File: src/rtl/ppm_symbol_shifter.sv
`default_nettype none
// ============================================================================
// Module   : ppm_symbol_shifter
// Purpose  : Serialises DATA_W-bit words into SYM_W-bit PPM symbols, each held
//            for SYM_CYCLES clocks, behind a one-word valid/ready buffer.
// Revision : 1.0 - initial release
// ============================================================================
module ppm_symbol_shifter #(
  parameter int DATA_W     = 8,
  parameter int SYM_W      = 2,
  parameter int SYM_CYCLES = 4,
  parameter bit MSB_FIRST  = 1'b1
) (
  input  logic              clk,
  input  logic              rst_n,
  input  logic [DATA_W-1:0] data_in,
  input  logic              in_valid,
  output logic              in_ready,
  output logic [SYM_W-1:0]  sym_out,
  output logic              sym_valid,
  output logic              sym_first,
  output logic              data_send_done,
  output logic              busy
);

  localparam int C_NSYM  = DATA_W / SYM_W;
  localparam int C_CYC_W = (SYM_CYCLES > 1) ? $clog2(SYM_CYCLES) : 1;
  localparam int C_SYM_W = (C_NSYM > 1) ? $clog2(C_NSYM) : 1;
  localparam logic [C_CYC_W-1:0] C_CYC_LAST = C_CYC_W'(SYM_CYCLES - 1);
  localparam logic [C_SYM_W-1:0] C_SYM_LAST = C_SYM_W'(C_NSYM - 1);

  generate
    if (((DATA_W % SYM_W) != 0) || (SYM_CYCLES < 1)) begin : g_bad_params
      $error("ppm_symbol_shifter: DATA_W must be a multiple of SYM_W and SYM_CYCLES >= 1");
    end
  endgenerate

  typedef enum logic [0:0] {
    ST_IDLE  = 1'b0,
    ST_SHIFT = 1'b1
  } state_t;

  state_t              state_q, state_d;
  logic [DATA_W-1:0]   hold_q, hold_d;
  logic                hold_full_q, hold_full_d;
  logic [DATA_W-1:0]   sh_q, sh_d;
  logic [C_CYC_W-1:0]  cyc_cnt_q, cyc_cnt_d;
  logic [C_SYM_W-1:0]  sym_cnt_q, sym_cnt_d;
  logic                done_q, done_d;

  logic                w_accept;
  logic                w_sym_end;
  logic                w_word_end;
  logic [SYM_W-1:0]    w_sym;
  logic [DATA_W-1:0]   w_sh_next;

  assign w_accept   = in_valid && !hold_full_q;
  assign w_sym_end  = (cyc_cnt_q == C_CYC_LAST);
  assign w_word_end = w_sym_end && (sym_cnt_q == C_SYM_LAST);
  assign w_sh_next  = MSB_FIRST ? (sh_q << SYM_W) : (sh_q >> SYM_W);

  generate
    if (MSB_FIRST) begin : g_msb_first
      assign w_sym = sh_q[DATA_W-1 -: SYM_W];
    end else begin : g_lsb_first
      assign w_sym = sh_q[SYM_W-1:0];
    end
  endgenerate

  // Accept only fires with the buffer empty and drain only with it full, so
  // the two hold_full updates below can never collide.
  always_comb begin
    state_d     = state_q;
    hold_d      = hold_q;
    hold_full_d = hold_full_q;
    sh_d        = sh_q;
    cyc_cnt_d   = cyc_cnt_q;
    sym_cnt_d   = sym_cnt_q;
    done_d      = 1'b0;

    if (w_accept) begin
      hold_d      = data_in;
      hold_full_d = 1'b1;
    end

    case (state_q)
      ST_IDLE: begin
        if (hold_full_q) begin
          sh_d        = hold_q;
          hold_full_d = 1'b0;
          cyc_cnt_d   = '0;
          sym_cnt_d   = '0;
          state_d     = ST_SHIFT;
        end
      end
      ST_SHIFT: begin
        if (!w_sym_end) begin
          cyc_cnt_d = cyc_cnt_q + C_CYC_W'(1);
        end else if (!w_word_end) begin
          cyc_cnt_d = '0;
          sym_cnt_d = sym_cnt_q + C_SYM_W'(1);
          sh_d      = w_sh_next;
        end else begin
          done_d    = 1'b1;
          cyc_cnt_d = '0;
          sym_cnt_d = '0;
          if (hold_full_q) begin
            sh_d        = hold_q;
            hold_full_d = 1'b0;
          end else begin
            sh_d    = w_sh_next;
            state_d = ST_IDLE;
          end
        end
      end
      default: state_d = ST_IDLE;
    endcase
  end

  always_ff @(posedge clk or negedge rst_n) begin
    if (!rst_n) begin
      state_q     <= ST_IDLE;
      hold_q      <= '0;
      hold_full_q <= 1'b0;
      sh_q        <= '0;
      cyc_cnt_q   <= '0;
      sym_cnt_q   <= '0;
      done_q      <= 1'b0;
    end else begin
      state_q     <= state_d;
      hold_q      <= hold_d;
      hold_full_q <= hold_full_d;
      sh_q        <= sh_d;
      cyc_cnt_q   <= cyc_cnt_d;
      sym_cnt_q   <= sym_cnt_d;
      done_q      <= done_d;
    end
  end

  assign in_ready       = !hold_full_q;
  assign sym_valid      = (state_q == ST_SHIFT);
  assign sym_out        = sym_valid ? w_sym : '0;
  assign sym_first      = sym_valid && (sym_cnt_q == '0);
  assign data_send_done = done_q;
  assign busy           = sym_valid || hold_full_q;

endmodule
`default_nettype wire

File: config.mk
export PLATFORM = sky130hd
export DESIGN_NAME = ppm_symbol_shifter
export DESIGN_NICKNAME = d
export VERILOG_FILES = /design/src/rtl/ppm_symbol_shifter.sv
export SDC_FILE = /design/constraint.sdc
export NUM_CORES = 1
export LEC_CHECK = 0
export CAP_MARGIN = 5
export CORE_ASPECT_RATIO = 1.5
export CORE_MARGIN = 1
export CORE_UTILIZATION = 55
export DETAILED_ROUTE_END_ITERATION = 7
export GPL_TIMING_DRIVEN = 0
export PLACE_DENSITY = 0.89
export SLEW_MARGIN = 5
export SYNTH_ARGS = -nofsm -noshare
export SYNTH_HDL_FRONTEND = slang
export SYNTH_SLANG_ARGS = --single-unit
File: constraint.sdc
create_clock -name clk -period 3.78 [get_ports clk]
set_input_delay 0.567 -clock clk [delete_from_list [all_inputs] [get_ports clk]]
set_output_delay 0.567 -clock clk [all_outputs]
set_load 0.05 [all_outputs]
* After elaboration in Yosys (flattened, before gate mapping)
Cells that the tools add are included.
** Storage, ports and cells
- Register bits after elaboration :: 23
- Bits in latches :: 0
- Memory bits (writable) :: 0
- Memory bits (read-only) :: 0
- Input bits :: 11
- Output and inout port bits :: 7
- Word-level logic and storage cells :: 45
- Memories kept :: 0
** Operators by class
- $add $sub $neg :: 2
- Multiply operators :: 0
- Divide/modulo/power cells :: 0
- Order comparisons :: 0
- Equality and inequality tests :: 4
- Shift-type cells :: 0
- Multiplexer cells :: 24
- Bitwise gates (word level) :: 1
- Reductions and logical operators :: 7
** Operators with widths (number)
- $mux 8 :: 4
- $pmux 8 s2 :: 1
- $mux 1 :: 10
- $mux 2 :: 5
- $pmux 2 s2 :: 2
- $add 2x1->2 const B :: 2
- $eq 2x2->1 const B :: 2
- $pmux 1 s2 :: 2
- $logic_and 1x1->1 :: 3
- $logic_not 2->1 :: 1
- $ne 2x1->1 const B :: 1
- $ne 2x2->1 const B :: 1
- $reduce_and 2->1 :: 1
- $logic_not 1->1 :: 1
- $logic_or 1x1->1 :: 1
- $not 1->1 :: 1

* Logic depth before layout (Yosys ltp)
Gate-level depths: netlist of run 1.
- Word-level depth :: 7
- Gate-level depth with buffers :: 5
- Mapped depth without buffers :: 4

* Worst setup path after synthesis of run 1
Ideal clock, no wire load.
- Path type :: reg2out
- Start point :: register state_q, in the netlist sym_valid
- End point :: output port sym_first
- Arrival time :: 1.522 ns
- Required time :: 3.213 ns
- Setup slack :: 1.691 ns
- Stages on the path, launching flop included :: 4
- Path buffers :: 2
- Cell sequence :: dfrtp_1 buf_6 clkbuf_1 and2_1
** Between the ends
- Cells in the longest elaborated chain, start to end :: 1
** Ends and longest elaborated chain
- from (decl) :: line 43 : state_t state_q, state_d;
- from (signal assigned) :: line 130 : state_q <= state_d;
- $logic_and 1x1->1 :: line 143 : assign sym_first = sym_valid && (sym_cnt_q == '0);
- to (decl) :: line 21 : output logic sym_first,
No other way between the ends.

* Worst setup path after layout of run 1
Ends and elaborated chain as after synthesis.

==> reports/results.ini, run 1 <==
[status]
status=finished clean

[placement]
port_buffers=17
dp_hpwl_um=1400
gp_congestion=0.812
post-place-ws_ps=1390

[sta]
hold_viol=0
setup_ws_ps=1060
fmax_mhz=367
finalSetupTns_ps=0
setup_viol=0
worst_slew_pin_slew_ps=1020
min_period_ps=2720
whs_ps=493
drv_slew=0
final.setup_skew_ps=1.60
period_share_pct=72.0
slew_headroom_pct=32.1
grt_setup_unrepaired=false

[route]
drt-initial-drc-count=27
drt-wirelength-per-cell_um=14.6
wirelength_um=1980
vias=771
first_pass_iters=6
postRouteAntennaNets=0
route.detailed.drc=0
via_per_inst=5.67

[setup_path]
cp_data_arrival_time_ps=2150
crit_type=flop to output pin
critPathBufInv=3
path_cells=buf_6 > clkbuf_1 > and2_1 > clkdlybuf4s50_1
rrSetupSlack_ps=2210
start_kind=flop
r2r_end=sh_q[3]
reg2reg_depth=4
regToRegStartpoint=cyc_cnt_q[0]
slowest_delay_ps=790
cp_top_family=buffers and inverters
required_ps=3210
endpoint_kind=output pin
crit_path_top_delay_cell=clkdlybuf4s50_1
worstPathMaxFanout=10

[logic_synthesis]
ys_types=21
synth-seq-cells=23
synth_edf_count=0
synth_nets=108
synth_most_common_cell=dfrtp_1
postSynth.asyncResetShare_pct=100
synth_common_cells=dfrtp_1 (23), nand2_1 (19), mux2_2 (9)
synth_area_leader_cell=dfrtp_1
synthTopCellsByArea=dfrtp_1 (54%), mux2_2 (9.5%), o211ai_2 (7.0%), nand2_1 (6.7%), ha_1 (3.5%)
syn_area_um2=1070
avgSynthCellArea_um2=11.4
yosys_warnings=0
postSynthCellCount=94
yosysSeqAreaShare_pct=53.7
synth_top_area_share_pct=53.7
ys.flop_type=dfrtp_1

[hold_path]
min_path_type=flop to flop
hp-start=sh_q[7]
hold_path_end=sh_q[7]
holdPathStages=2

[grt]
track_usage_pct=21.6
grtUsageMet2_pct=36.3
grt_max_degree=24
antenna_found_initial=0
gr-total-overflow=0
grt_util_met1_pct=26.0
grt_pass1_vias=739
grt_pass1_wl_um=3270
grt_busiest_layer=met2
grt_use_met3_pct=3.60

[pwr]
pwr-share-seq_pct=43.9
p_sw_mw=0.364
p_per_area_nw_per_um2=712
cell_internal_pwr_mw=0.558
p_comb_share_pct=43.8
power_mw=0.922
leakagePower_nw=0.574
p_clk_share_pct=12.2
ir_drop_v=0.000439
switching_share_pct=39.5

[cts]
clockBufferDepth=2
clkTransAtPathRegs_ps=120
h-tree-depth=1
clockRootBuffer=clkbuf_4
worstSkewPairLatency_ps=310
post-cts-setup-buffers=0
clock-sinks=23
cts_buffers=3
cts_resized=0
ctsHoldBuffers=0
cts_tree=done

[die]
row_count=19
dieArea_um2=2130
num_io_pins=18
fp.dieW_um=38.0
core_um2=1830
die_h_um=56.0
start_util_pct=58.5

[layout]
nNetsFinal=130
diodes=0
finalCoreUtilization_pct=70.7
syn2layout_area_growth_pct=20.9
drive_gt1_share_pct=20.0

[run]
maxCapViolations=0

==> cell type report <==
type / instances / area, µm²
clock buffer: 3 / 22.5
buffer: 5 / 35.0
timing repair buffer: 17 / 170
sequential: 23 / 576
clock inverter: 1 / 5.00
multi-input combinational: 62 / 445
fill: 135 / 536
inverter: 4 / 15.0
tap: 21 / 26.3
==> registers in the layout (all words and copies together) (netlist names) <==
signal and cells:
sh_q 8, sym_cnt_q 2, data_send_done 1, cyc_cnt_q 2
hold_full_q 1, sym_valid 1, hold_q 8
==> routing by layer <==
metal | wire length, µm | up-vias
met3 | 62 | 5
met2 | 1040 | 20
met1 | 837 | 379
li1 | - | 367
met5 | 0 | -
met4 | 38 | 0
==> cell families after synthesis <==
logic type,synth area share (%)
muxes,11.4
DFF,53.7
AOI/OAI and AO/OA,10.4
and+or+nand+nor,16.2
adders and majority gates,3.51
buffers and inverters,4.67
==> worst max path at each step <==
stage                     cells past startpoint  slack, ps          to      start
after floorplan                               3       1690   sym_first  sym_valid
after global placement                        4       1420  sym_out[0]  sym_valid
after detailed placement                      4       1390   sym_first  sym_valid
after CTS                                     4       1040   sym_first  sym_valid
after global routing                          4        950  sym_out[1]  sym_valid
final                                         4       1060   sym_first  sym_valid
==> stage by stage <==
| stage | std cells | cell area [µm²] |
|---|---|---|
| 3_5_place_dp | 132 | 1270 |
| 6_report | 136 | 1290 |
| 4_1_cts | 136 | 1290 |
| 2_1_floorplan | 94 | 1070 |
| 3_3_place_gp | 132 | 1270 |
| 5_1_grt | 136 | 1290 |
==> tightest hold or removal path, delay by kind of cell, from the launching register on <==
kind | cells | cell delay, ps
DFF | 1 | 360
and+or+nand+nor | 1 | 60
AOI/OAI and AO/OA | 1 | 50
==> power groups by stage <==
| stage | combinational (mW) | sequential (mW) | clock [mW] |
|---|---|---|---|
| 3_3_place_gp | 0.386 | 0.403 | 0 |
| 4_1_cts | 0.408 | 0.406 | 0.114 |
| 2_1_floorplan | 0.293 | 0.403 | 0 |
| 3_5_place_dp | 0.405 | 0.412 | 0 |
| 6_report | 0.404 | 0.405 | 0.113 |
| 5_1_grt | 0.437 | 0.416 | 0.128 |
==> layout by cell type, fill, tap and decap left out <==
| master | netlist | routed |
|---|---|---|
| clkbuf_4 | 0 | 3 |
| clkinv_2 | 0 | 1 |
| clkbuf_1 | 2 | 2 |
| o211ai_2 | 6 | 6 |
| ha_1 | 3 | 3 |
| nand3_2 | 1 | 1 |
| a22o_1 | 1 | 1 |
| mux2_2 | 9 | 9 |
| nand2_1 | 19 | 19 |
| dfrtp_1 | 23 | 23 |
| clkdlybuf4s50_1 | 0 | 17 |
| inv_1 | 4 | 4 |
| nor2_1 | 2 | 2 |
| and3_1 | 1 | 1 |
| nand3_1 | 2 | 2 |
| mux2i_1 | 1 | 1 |
| buf_2 | 1 | 1 |
| nor2b_1 | 1 | 1 |
| buf_6 | 2 | 2 |
| mux2_1 | 1 | 1 |
| nand4_1 | 6 | 6 |
| o21ai_1 | 4 | 4 |
| and2_1 | 4 | 4 |
| o21bai_1 | 1 | 1 |
(Power assumes the default switching activity.)
==> run 2, diff against run 1 <==
--- a/config.mk
+++ b/config.mk
@@ -8,10 +8,10 @@
 export CAP_MARGIN = 5
 export CORE_ASPECT_RATIO = 1.5
 export CORE_MARGIN = 1
-export CORE_UTILIZATION = 55
+export CORE_UTILIZATION = 46
 export DETAILED_ROUTE_END_ITERATION = 7
 export GPL_TIMING_DRIVEN = 0
-export PLACE_DENSITY = 0.89
+export PLACE_DENSITY = 0.8
 export SLEW_MARGIN = 5
 export SYNTH_ARGS = -nofsm -noshare
 export SYNTH_HDL_FRONTEND = slang
==> constraint.sdc (replaced) <==
create_clock -name clk -period 2.2 [get_ports clk]
set_input_delay 0.33 -clock clk [delete_from_list [all_inputs] [get_ports clk]]
set_output_delay 0.33 -clock clk [all_outputs]
set_load 0.05 [all_outputs]
==> reports/results.ini, run 2 (synthesized netlist as in run 1, its figures left out) <==
[layout]
seqCellArea_um2=576
fillers=212
instances_no_fill=138
syn2layout_area_growth_pct=20.9
drive_gt1_share_pct=22.6
most-common-layout-cells=dfrtp_1 (23), nand2_1 (19), clkdlybuf4s50_1 (14), mux2_2 (9)
reg_top3=hold_q: 8 flops, sh_q: 8 flops
diodes=0
multi_input_area_um2=445
nNetsFinal=130
final_common_cell=dfrtp_1

[setup_path]
rrSetupSlack_ps=660
regToRegStartpoint=cyc_cnt_q[0]
required_ps=1870
path_cells=buf_6 > nor2_1 > inv_1 > clkdlybuf4s50_1
cp-endpoint=busy
reg2reg_depth=4
cp_data_arrival_time_ps=1770
crit_type=flop to output pin
slowest_delay_ps=690
endpoint_kind=output pin
critPathLaunch=sym_valid
worstPathMaxFanout=10
crit_path_top_delay_cell=clkdlybuf4s50_1
start_kind=flop
r2r_end=sh_q[1]

[grt]
antenna_found_initial=0
track_usage_pct=17.1
gr-total-overflow=0
grt_pass1_wl_um=3240
grt_pass1_vias=757
grt_max_degree=24

[pwr]
cell_internal_pwr_mw=0.949
pwr-share-seq_pct=44.2
ir_drop_v=0.000602
p_per_area_nw_per_um2=1220
leakagePower_nw=0.576
switching_share_pct=39.7
p_clk_share_pct=12.5
p_sw_mw=0.625
p_comb_share_pct=43.3

[route]
via_per_inst=5.57
route.met2.wl_um=1110
drt-initial-drc-count=37
route.detailed.drc=0
first_pass_iters=5
routed.top_layer=met4
wl_met1_um=805
drt-wirelength-per-cell_um=14.7
wirelength_um=2020
postRouteAntennaNets=0
vias=768
met3_length_um=63

[die]
row_count=21
core_um2=2210
num_io_pins=18
start_util_pct=48.5
die_h_um=61.1
dieArea_um2=2530
fp.dieW_um=41.4

[cts]
clock-sinks=23
cts_tree=done
cts_buffers=3
ctsHoldBuffers=0
clockBufferDepth=2
h-tree-depth=1
worstSkewPairLatency_ps=320
clockRootBuffer=clkbuf_4
clkTransAtPathRegs_ps=120

[sta]
finalSetupTns_ps=0
final.setup_skew_ps=5.68
period_share_pct=95.3
grt_setup_unrepaired=false
min_period_ps=2100
fmax_mhz=477
slew_headroom_pct=32.0
drv_slew=0
worst_slew_pin_slew_ps=1020
setup_viol=0
hold_viol=0

[hold_path]
min_path_type=flop to flop
holdPathStages=1

[placement]
dp_hpwl_um=1400
dp_cells=134
port_buffers=17
gp_congestion=0.840

[status]
status=finished clean

[run]
maxCapViolations=0

[run 2: changes by cell type in the layout (fill, tap and decap cells not counted), sizes merged]
cell           previous run  this run
clkdlybuf4s50            17        14
clkbuf                    5         6
clkdlybuf4s15             0         2
[run 2: layout make-up]
| cell class | instances | share of cell area, % |
|---|---|---|
| plain buffers | 5 | 2.71 |
| clock buffers | 3 | 1.74 |
| clock inverters | 1 | 0.386 |
| inverters | 4 | 1.16 |
| multi-input cells | 62 | 34.4 |
| flip-flops and latches | 23 | 44.4 |
| well taps | 23 | 2.22 |
| repair buffers | 17 | 12.9 |
[run 2: worst min path at each step]
stage,startpoint,endpoint,slack [ps]
global route,sh_q[6],sh_q[6],520
detailed placement,sh_q[3],sh_q[3],470
global placement,sh_q[7],sh_q[7],460
floorplan,rst_n,cyc_cnt_q[0],30
finish,hold_q[1],hold_q[1],500
CTS,sh_q[3],sh_q[3],510
[run 2: worst max-delay path, delay by kind of cell, from the launching register on]
kind | cells | cell delay [ps]
and+or+nand+nor | 1 | 150
buffers and inverters | 3 | 890
DFF | 1 | 410
[run 2: stage by stage]
stage	instance area, µm²	setup WS (ps)	utilization (%)	hold WS, ps	power [mW]
finish	1290	104	58.7	503	1.57
global route	1290	26.5	58.7	525	1.68
CTS	1300	4.53	58.9	508	1.59
detailed placement	1270	53.1	57.5	473	1.40
global placement	1270	86.5	57.5	462	1.36
floorplan	1070	348	-	34.4	1.20
[run 2: power groups by stage]
stage               clock network, mW  registers, mW  logic (mW)
finish                          0.197          0.696       0.681
CTS                             0.197          0.696       0.694
floorplan                           0          0.693       0.503
global route                    0.212          0.718       0.746
detailed placement                  0          0.705       0.698
global placement                    0          0.691       0.670
[run 2: layer usage]
| layer | up-vias | global-route usage, % |
|---|---|---|
| li1 | 366 | - |
| met1 | 382 | 20.2 |
| met2 | 15 | 29.9 |
| met3 | 5 | 3.23 |
| met4 | 0 | 9.22 |
| met5 | - | 0 |
[run 2: repair_timing]
item                                    in CTS  in global routing
resized for setup                            8                  1
endpoints found under the setup margin       3                  1
buffers inserted                             0                  0
